### config.mk
export PLATFORM = sky130hd
export DESIGN_NAME = bdb_debounced_counter
export DESIGN_NICKNAME = d
export VERILOG_FILES = /design/src/rtl/bdb_pkg.sv /design/src/rtl/bdb_synchronizer.sv /design/src/rtl/bdb_debounced_counter.sv
export SDC_FILE = /design/constraint.sdc
export NUM_CORES = 1
export LEC_CHECK = 0
export CORE_MARGIN = 10
export CORE_UTILIZATION = 36
export CTS_CLUSTER_SIZE = 12
export DETAILED_ROUTE_END_ITERATION = 10
export HOLD_SLACK_MARGIN = 0.1
export PLACE_DENSITY = 0.63
export SLEW_MARGIN = 20
export SYNTH_ARGS = -nofsm -noshare
export SYNTH_HDL_FRONTEND = slang
export SYNTH_SLANG_ARGS = --single-unit
### constraint.sdc
create_clock -name clock -period 2.2 [get_ports clock]
set_input_delay 0.44 -clock clock [delete_from_list [all_inputs] [get_ports clock]]
set_output_delay 0.44 -clock clock [all_outputs]
set_load 0.05 [all_outputs]
### src/rtl/bdb_pkg.sv
// Shared types and default constants for the debounced press counter.
package bdb_pkg;

    // Debounce FSM states; the encoding is visible on the state_dbg port.
    typedef enum logic [1:0] {
        IDLE         = 2'd0,
        PRESS_WAIT   = 2'd1,
        PRESSED      = 2'd2,
        RELEASE_WAIT = 2'd3
    } bdb_state_e;

    localparam int BDB_DEBOUNCE_CYCLES = 4;
    localparam int BDB_COUNT_WIDTH     = 8;

endpackage

### src/rtl/bdb_synchronizer.sv
// Two-flop synchronizer bringing the raw button level into the clock domain.
module bdb_synchronizer (
    input  logic clock,
    input  logic reset,
    input  logic d,
    output logic q
);

    logic meta;

    // Shift the asynchronous level through two flops; both clear on reset.
    always_ff @(posedge clock or negedge reset) begin
        if (!reset) begin
            meta <= 1'b0;
            q    <= 1'b0;
        end else begin
            meta <= d;
            q    <= meta;
        end
    end

endmodule

### src/rtl/bdb_debounced_counter.sv
// Debounces a push-button and counts accepted presses.
// The FSM only ever sees the synchronized level btn_s. A press is accepted
// once btn_s has been high for DEBOUNCE_CYCLES consecutive samples; a release
// needs the same stability before the FSM can accept another press, so a
// glitch low during a held press returns to PRESSED without counting again.
module bdb_debounced_counter
    import bdb_pkg::*;
#(
    parameter int DEBOUNCE_CYCLES = BDB_DEBOUNCE_CYCLES,
    parameter int COUNT_WIDTH     = BDB_COUNT_WIDTH
) (
    input  logic                   clock,
    input  logic                   reset,
    input  logic                   button,
    input  logic                   clear,
    output logic [COUNT_WIDTH-1:0] count,
    output logic                   press_pulse,
    output logic                   debounced,
    output logic                   wrap_pulse,
    output bdb_state_e             state_dbg
);

    localparam int SW = $clog2(DEBOUNCE_CYCLES + 1);
    localparam logic [SW-1:0] STABLE_TARGET = SW'(DEBOUNCE_CYCLES);

    logic       btn_s;
    bdb_state_e state;
    bdb_state_e state_next;
    logic [SW-1:0] stable_cnt;
    logic [SW-1:0] stable_next;
    logic [SW-1:0] stable_inc;
    logic       accept;

    bdb_synchronizer u_sync (
        .clock (clock),
        .reset (reset),
        .d     (button),
        .q     (btn_s)
    );

    assign stable_inc = stable_cnt + SW'(1);

    // State register together with the stability counter.
    always_ff @(posedge clock or negedge reset) begin
        if (!reset) begin
            state      <= IDLE;
            stable_cnt <= '0;
        end else begin
            state      <= state_next;
            stable_cnt <= stable_next;
        end
    end

    // Next-state logic; accept marks the PRESS_WAIT -> PRESSED transition.
    always_comb begin
        state_next  = state;
        stable_next = stable_cnt;
        accept      = 1'b0;
        case (state)
            IDLE: begin
                if (btn_s) begin
                    state_next  = PRESS_WAIT;
                    stable_next = SW'(1);
                end
            end
            PRESS_WAIT: begin
                if (btn_s) begin
                    if (stable_inc == STABLE_TARGET) begin
                        state_next  = PRESSED;
                        stable_next = '0;
                        accept      = 1'b1;
                    end else begin
                        stable_next = stable_inc;
                    end
                end else begin
                    state_next  = IDLE;
                    stable_next = '0;
                end
            end
            PRESSED: begin
                if (!btn_s) begin
                    state_next  = RELEASE_WAIT;
                    stable_next = SW'(1);
                end
            end
            RELEASE_WAIT: begin
                if (!btn_s) begin
                    if (stable_inc == STABLE_TARGET) begin
                        state_next  = IDLE;
                        stable_next = '0;
                    end else begin
                        stable_next = stable_inc;
                    end
                end else begin
                    // Glitch during a held press: back to PRESSED, no new count.
                    state_next  = PRESSED;
                    stable_next = '0;
                end
            end
            default: begin
                state_next  = IDLE;
                stable_next = '0;
            end
        endcase
    end

    // Moore outputs decoded from the current state.
    always_comb begin
        debounced = (state == PRESSED) || (state == RELEASE_WAIT);
        state_dbg = state;
    end

    // Press counter and strobes; clear wins over the increment and hides the wrap.
    always_ff @(posedge clock or negedge reset) begin
        if (!reset) begin
            count       <= '0;
            press_pulse <= 1'b0;
            wrap_pulse  <= 1'b0;
        end else begin
            press_pulse <= accept;
            wrap_pulse  <= accept && !clear && (count == {COUNT_WIDTH{1'b1}});
            if (clear) begin
                count <= '0;
            end else if (accept) begin
                count <= count + COUNT_WIDTH'(1);
            end
        end
    end

endmodule

==> results of run 1 <==
[per-stage QoR]
step                setup WS, ns  power (uW)  utilization
finish                     0.161         861        0.493
global route              0.0911         916        0.493
CTS                        0.144         877        0.493
detailed placement         0.442         706        0.479
global placement           0.470         700        0.479
floorplan                  0.554         609            -
[metal layers]
metal	vias up	wire length, um
li1	288	-
met1	281	693
met2	22	769
met3	4	92
met4	0	46
met5	-	0
[placed cells by master (no fill, tap or decap), types with 3 or more instances in the layout]
master / count
nand2_1: 5
o31ai_1: 4
nor2_1: 3
clkdlybuf4s50_1: 16
clkbuf_4: 3
or4_1: 4
ha_1: 4
inv_1: 5
a21oi_1: 8
dfrtp_1: 17
[final cells by class]
cell class                      instances  area [um^2]
Tap cell                               27         33.8
Timing Repair Buffer                   17          168
Clock inverter                          1         5.00
Multi-Input combinational cell         45          314
Sequential cell                        17          425
Inverter                                5         18.8
Fill cell                             196         1010
Clock buffer                            3         22.5
[sequential cells by signal, summed over array words and instances, names as in the netlist, named ones only]
signal       count
count            8
press_pulse      1
stable_cnt       3
state_dbg        1
u_sync.meta      1
u_sync.q         1
wrap_pulse       1
[power by group]
| part | total [uW] | internal, uW | leakage [uW] | switching [uW] |
|---|---|---|---|---|
| clock network | 168 | 67.5 | 0.0000177 | 100 |
| logic | 299 | 115 | 0.000174 | 183 |
| registers | 395 | 351 | 0.000225 | 44.1 |
| total | 861 | 534 | 0.000417 | 327 |
[worst min-delay path by stage]
stage                                 end
3_3_place_gp                     u_sync.q
6_report                         u_sync.q
3_5_place_dp                     u_sync.q
5_1_grt                          u_sync.q
4_1_cts                          u_sync.q
2_1_floorplan  asynchronous set/reset pin
[logic make-up after synthesis]
family                   count (synthesis)  share of synthesized area
flip-flops                              17                      0.552
AND/OR/NAND/NOR                         22                      0.179
AO/OA/AOI/OAI                           16                      0.127
multiplexers                             1                     0.0146
adder cells (fa/ha/maj)                  4                     0.0649
XOR/XNOR                                 2                     0.0227
buffers and inverters                    8                     0.0406
==> results.cfg, run 1 <==
[status]
outcome = finished clean

[detailed_routing]
first_pass_iters = 6
drc_errors = 0
drtIter0Drc = 23
vias = 595
wire_per_inst_um = 13.9
postRouteWirelength_um = 1600
ant_nets = 0
vias_per_cell = 5.17

[min_path]
min-delay-start = u_sync.meta
holdPathStages = 0
hold_path.class = flop to flop

[placed_design]
place_congestion = 0.730
portBuffers = 16
hpwl_um = 1180
placed_cell_area_um2 = 960
place_inst = 111

[setup_path]
worstPathArrival_ns = 1.60
r2r_end = count[5]
cp_slowest_cell = clkdlybuf4s50_1
cp_num_buf_inv = 1
crit_path_end_kind = output port
crit_path_start = count[2]
worstPathRequired_ns = 1.76
crit_end = count[2]
reg2reg_depth = 5
crit_family = buffers and inverters
reg2reg_slack_ns = 0.42
cp_cell_sequence = clkdlybuf4s50_1
rr_startpoint = stable_cnt[0]
critPathMaxFanout = 7
crit_cells = 1
worst_path_largest_cell_delay_ns = 0.85
critPathLaunchType = flop
path_class = flop to output port

[cells_and_area]
drive_gt1_frac = 0.0795
final_area_um2 = 987
instances_no_fill = 115
nets = 97
area_delta_synth_final_pct = 28.1
antenna_cells = 0

[logic_synthesis]
synth-async-reset-ratio = 1.00
synth.cell_area_um2 = 771
synth.most_common_cell = dfrtp_1
ys_seq_area_frac = 0.552
synth_top_cells_by_area = dfrtp_1 55%, ha_1 6.5%, a21oi_1 5.2%
synth_edf_count = 0
syn-num-nets = 78
synth_cells = 70
ys_warn_count = 0
synthFlopType = dfrtp_1
yosysTopAreaCellShare = 0.552
synth_commonest_cells = 17 x dfrtp_1, 8 x a21oi_1, 5 x inv_1, 5 x nand2_1
ys_types = 22
yosys.area.top_type = dfrtp_1
avgSynthCellArea_um2 = 11.0
ys_seq_elements = 17

[floorplanning]
die_area_um2 = 4390
initial_core_util = 0.385
coreArea_um2 = 2000
core.rowCount = 16
io_pins = 17
die_height_um = 66.3
die_w_um = 66.3

[clocking]
clock_latency_ns = 0.29
postCtsHoldBufs = 0
cts_tree = done
cts_sinks = 17
htreeDepth = 1
cts-root-buf = clkbuf_4
clk_pin_slew_worst_paths_ns = 0.10
numCtsBuffers = 3
cts.repair.resized = 0
post-cts-setup-buffers = 0
cts.path.max_buffers = 2

[global_routing]
grt_util_met2 = 0.128
grt_use_met3 = 0.0186
overflow = 0
grt_pass1_wl_um = 2660
antenna_found_initial = 0
grt_use_total = 0.0792
grt_max_degree = 18
busiest_layer = met2
grt_pass1_vias = 581
met1_usage = 0.0864

[pwr]
powerDensity_nw_per_um2 = 873
leakage_uw = 0.000417
ir_drop_mv = 0.607

[timing]
fin_crit_sh = 0.927
worstMarginPinSlew_ns = 0.506
relSlewSlack = 0.662
rsz0062_at_grt = no
slew_viol_final = 0
finalHoldViolCount = 0
period_needed_ns = 2.04
setup_viol = 0
hold_ws_ns = 0.365
setup_tns_ns = 0
max_freq_mhz = 490
skew_ns = 0.00277

[flow_run]
cap_violations = 0
Note: power is estimated with default switching activity, not from simulation.
==> inputs of run 2 (changes only) <==
HOLD_SLACK_MARGIN = not set   (was 0.1)
clock period = 2 ns   (was 2.2 ns; I/O delays follow)
==> run 2 against run 1 <==
Cell area is 0.89% lower. Register-to-register slack lost 0.19 ns. Sequential share of layout area grew 0.39 points.
==> results.cfg, run 2 (synthesis gave the netlist of run 1 again) <==
[setup_path]
critPathLaunchType = flop
cp_cell_sequence = clkdlybuf4s50_1
critPathMaxFanout = 4
cp_slowest_cell = clkdlybuf4s50_1
crit_path_start = count[7]
reg2reg_slack_ns = 0.23
reg2reg_depth = 5
worst_path_largest_cell_delay_ns = 0.82
crit_family = buffers and inverters
crit_end = count[7]
crit_cells = 1
worstPathArrival_ns = 1.51
worstPathRequired_ns = 1.60
rr_startpoint = stable_cnt[0]
cp_num_buf_inv = 1
path_class = flop to output port
crit_path_end_kind = output port
r2r_end = count[6]

[global_routing]
grt_pass1_vias = 611
met1_usage = 0.0991
busiest_layer = met2
grt_max_degree = 16
grt_pass1_wl_um = 2860
grt_use_total = 0.0836
grt_util_met2 = 0.123
antenna_found_initial = 0
overflow = 0
grt_use_met3 = 0.0203

[cells_and_area]
instances_no_fill = 115
nets = 97
max_flop_register = count
post-route-util = 0.489
reg_top3 = count (8), stable_cnt (3)
antenna_cells = 0
area_delta_synth_final_pct = 26.9
layout_commonest_cell = dfrtp_1
largest_reg_flops = 8
layout_common_cells = 17 x dfrtp_1, 8 x a21oi_1, 7 x clkdlybuf4s50_1, 7 x buf_4
drive_gt1_frac = 0.136

[placed_design]
portBuffers = 16
place_inst = 111
place_congestion = 0.725
hpwl_um = 1210

[floorplanning]
die_height_um = 66.3
die_area_um2 = 4390
coreArea_um2 = 2000
io_pins = 17
die_w_um = 66.3
core.rowCount = 16
initial_core_util = 0.385

[timing]
max_freq_mhz = 523
skew_ns = 0.00574
rsz0062_at_grt = no
relSlewSlack = 0.661
slew_viol_final = 0
fin_crit_sh = 0.956
worstMarginPinSlew_ns = 0.507
setup_tns_ns = 0
setup_viol = 0
finalHoldViolCount = 0
period_needed_ns = 1.91

[pwr]
power_uw = 943
ir_drop_mv = 0.477
leakage_uw = 0.000480
powerDensity_nw_per_um2 = 963

[detailed_routing]
wire_per_inst_um = 14.0
vias_per_cell = 5.01
ant_nets = 0
drtIter0Drc = 6
postRouteWirelength_um = 1610
vias = 576
drc_errors = 0
first_pass_iters = 2

[clocking]
cts-root-buf = clkbuf_4
numCtsBuffers = 3
htreeDepth = 1
clk_pin_slew_worst_paths_ns = 0.10
cts_sinks = 17
postCtsHoldBufs = 0
cts_tree = done
cts.path.max_buffers = 2
clock_latency_ns = 0.30

[status]
outcome = finished clean

[min_path]
hold_path.class = input port to asynchronous set/reset pin

[flow_run]
cap_violations = 0
run 2: changes by cell type in the layout (fill, tap and decap cells not counted), sizes merged:
| cell | change |
|---|---|
| buf | +6 |
| clkbuf | +1 |
| clkdlybuf4s50 | -9 |
| clkinv | -1 |
| dlymetal6s2s | +3 |
run 2: cell type report:
type | instances | area, um^2
clock buffer | 4 | 26.3
fill | 198 | 1020
inverter | 5 | 18.8
multi-input combinational | 45 | 314
sequential | 17 | 425
tap | 27 | 33.8
timing repair buffer | 17 | 160
run 2: worst min path at each step:
stage	endpoint	cells past startpoint	start
global placement	u_sync.q	0	u_sync.meta
finish	count[7]	1	reset
floorplan	asynchronous set/reset pin	0	reset
CTS	count[7]	1	reset
detailed placement	u_sync.q	0	u_sync.meta
global route	count[7]	1	reset
run 2: worst reg2reg max path, stage by stage, from the launching register on:
cell and delay, ns:
dfrtp_1 0.38, ha_1 0.18, ha_1 0.21, nand4b_4 0.22
or4_1 0.55, a21oi_1 0.16
run 2: layer usage:
layer  wire length [um]  part of all wire
met4                 48             0.030
met1                724              0.45
met2                765              0.48
met3                 68             0.042
met5                  0                 0
run 2: metrics by stage:
stage / setup WS, ns / hold slack, ns / instance area (um^2)
6_report: 0.0874 / 0.352 / 978
5_1_grt: 0.0129 / 0.355 / 978
4_1_cts: 0.0304 / 0.364 / 971
3_5_place_dp: 0.234 / 0.341 / 945
3_3_place_gp: 0.290 / 0.336 / 945
2_1_floorplan: 0.354 / 0.104 / 771
run 2: report_power, final:
group | switching (uW) | internal [uW] | leakage (uW) | total, uW
registers | 48.9 | 386 | 0.000225 | 435
clock network | 113 | 77.7 | 0.0000150 | 190
logic | 202 | 115 | 0.000239 | 317
total | 364 | 579 | 0.000480 | 943
run 2: what timing repair did:
action	CTS	global route
setup buffers	0	0
endpoints found under the setup margin	0	3
gates resized for setup	0	3
endpoints found under the hold margin	0	0
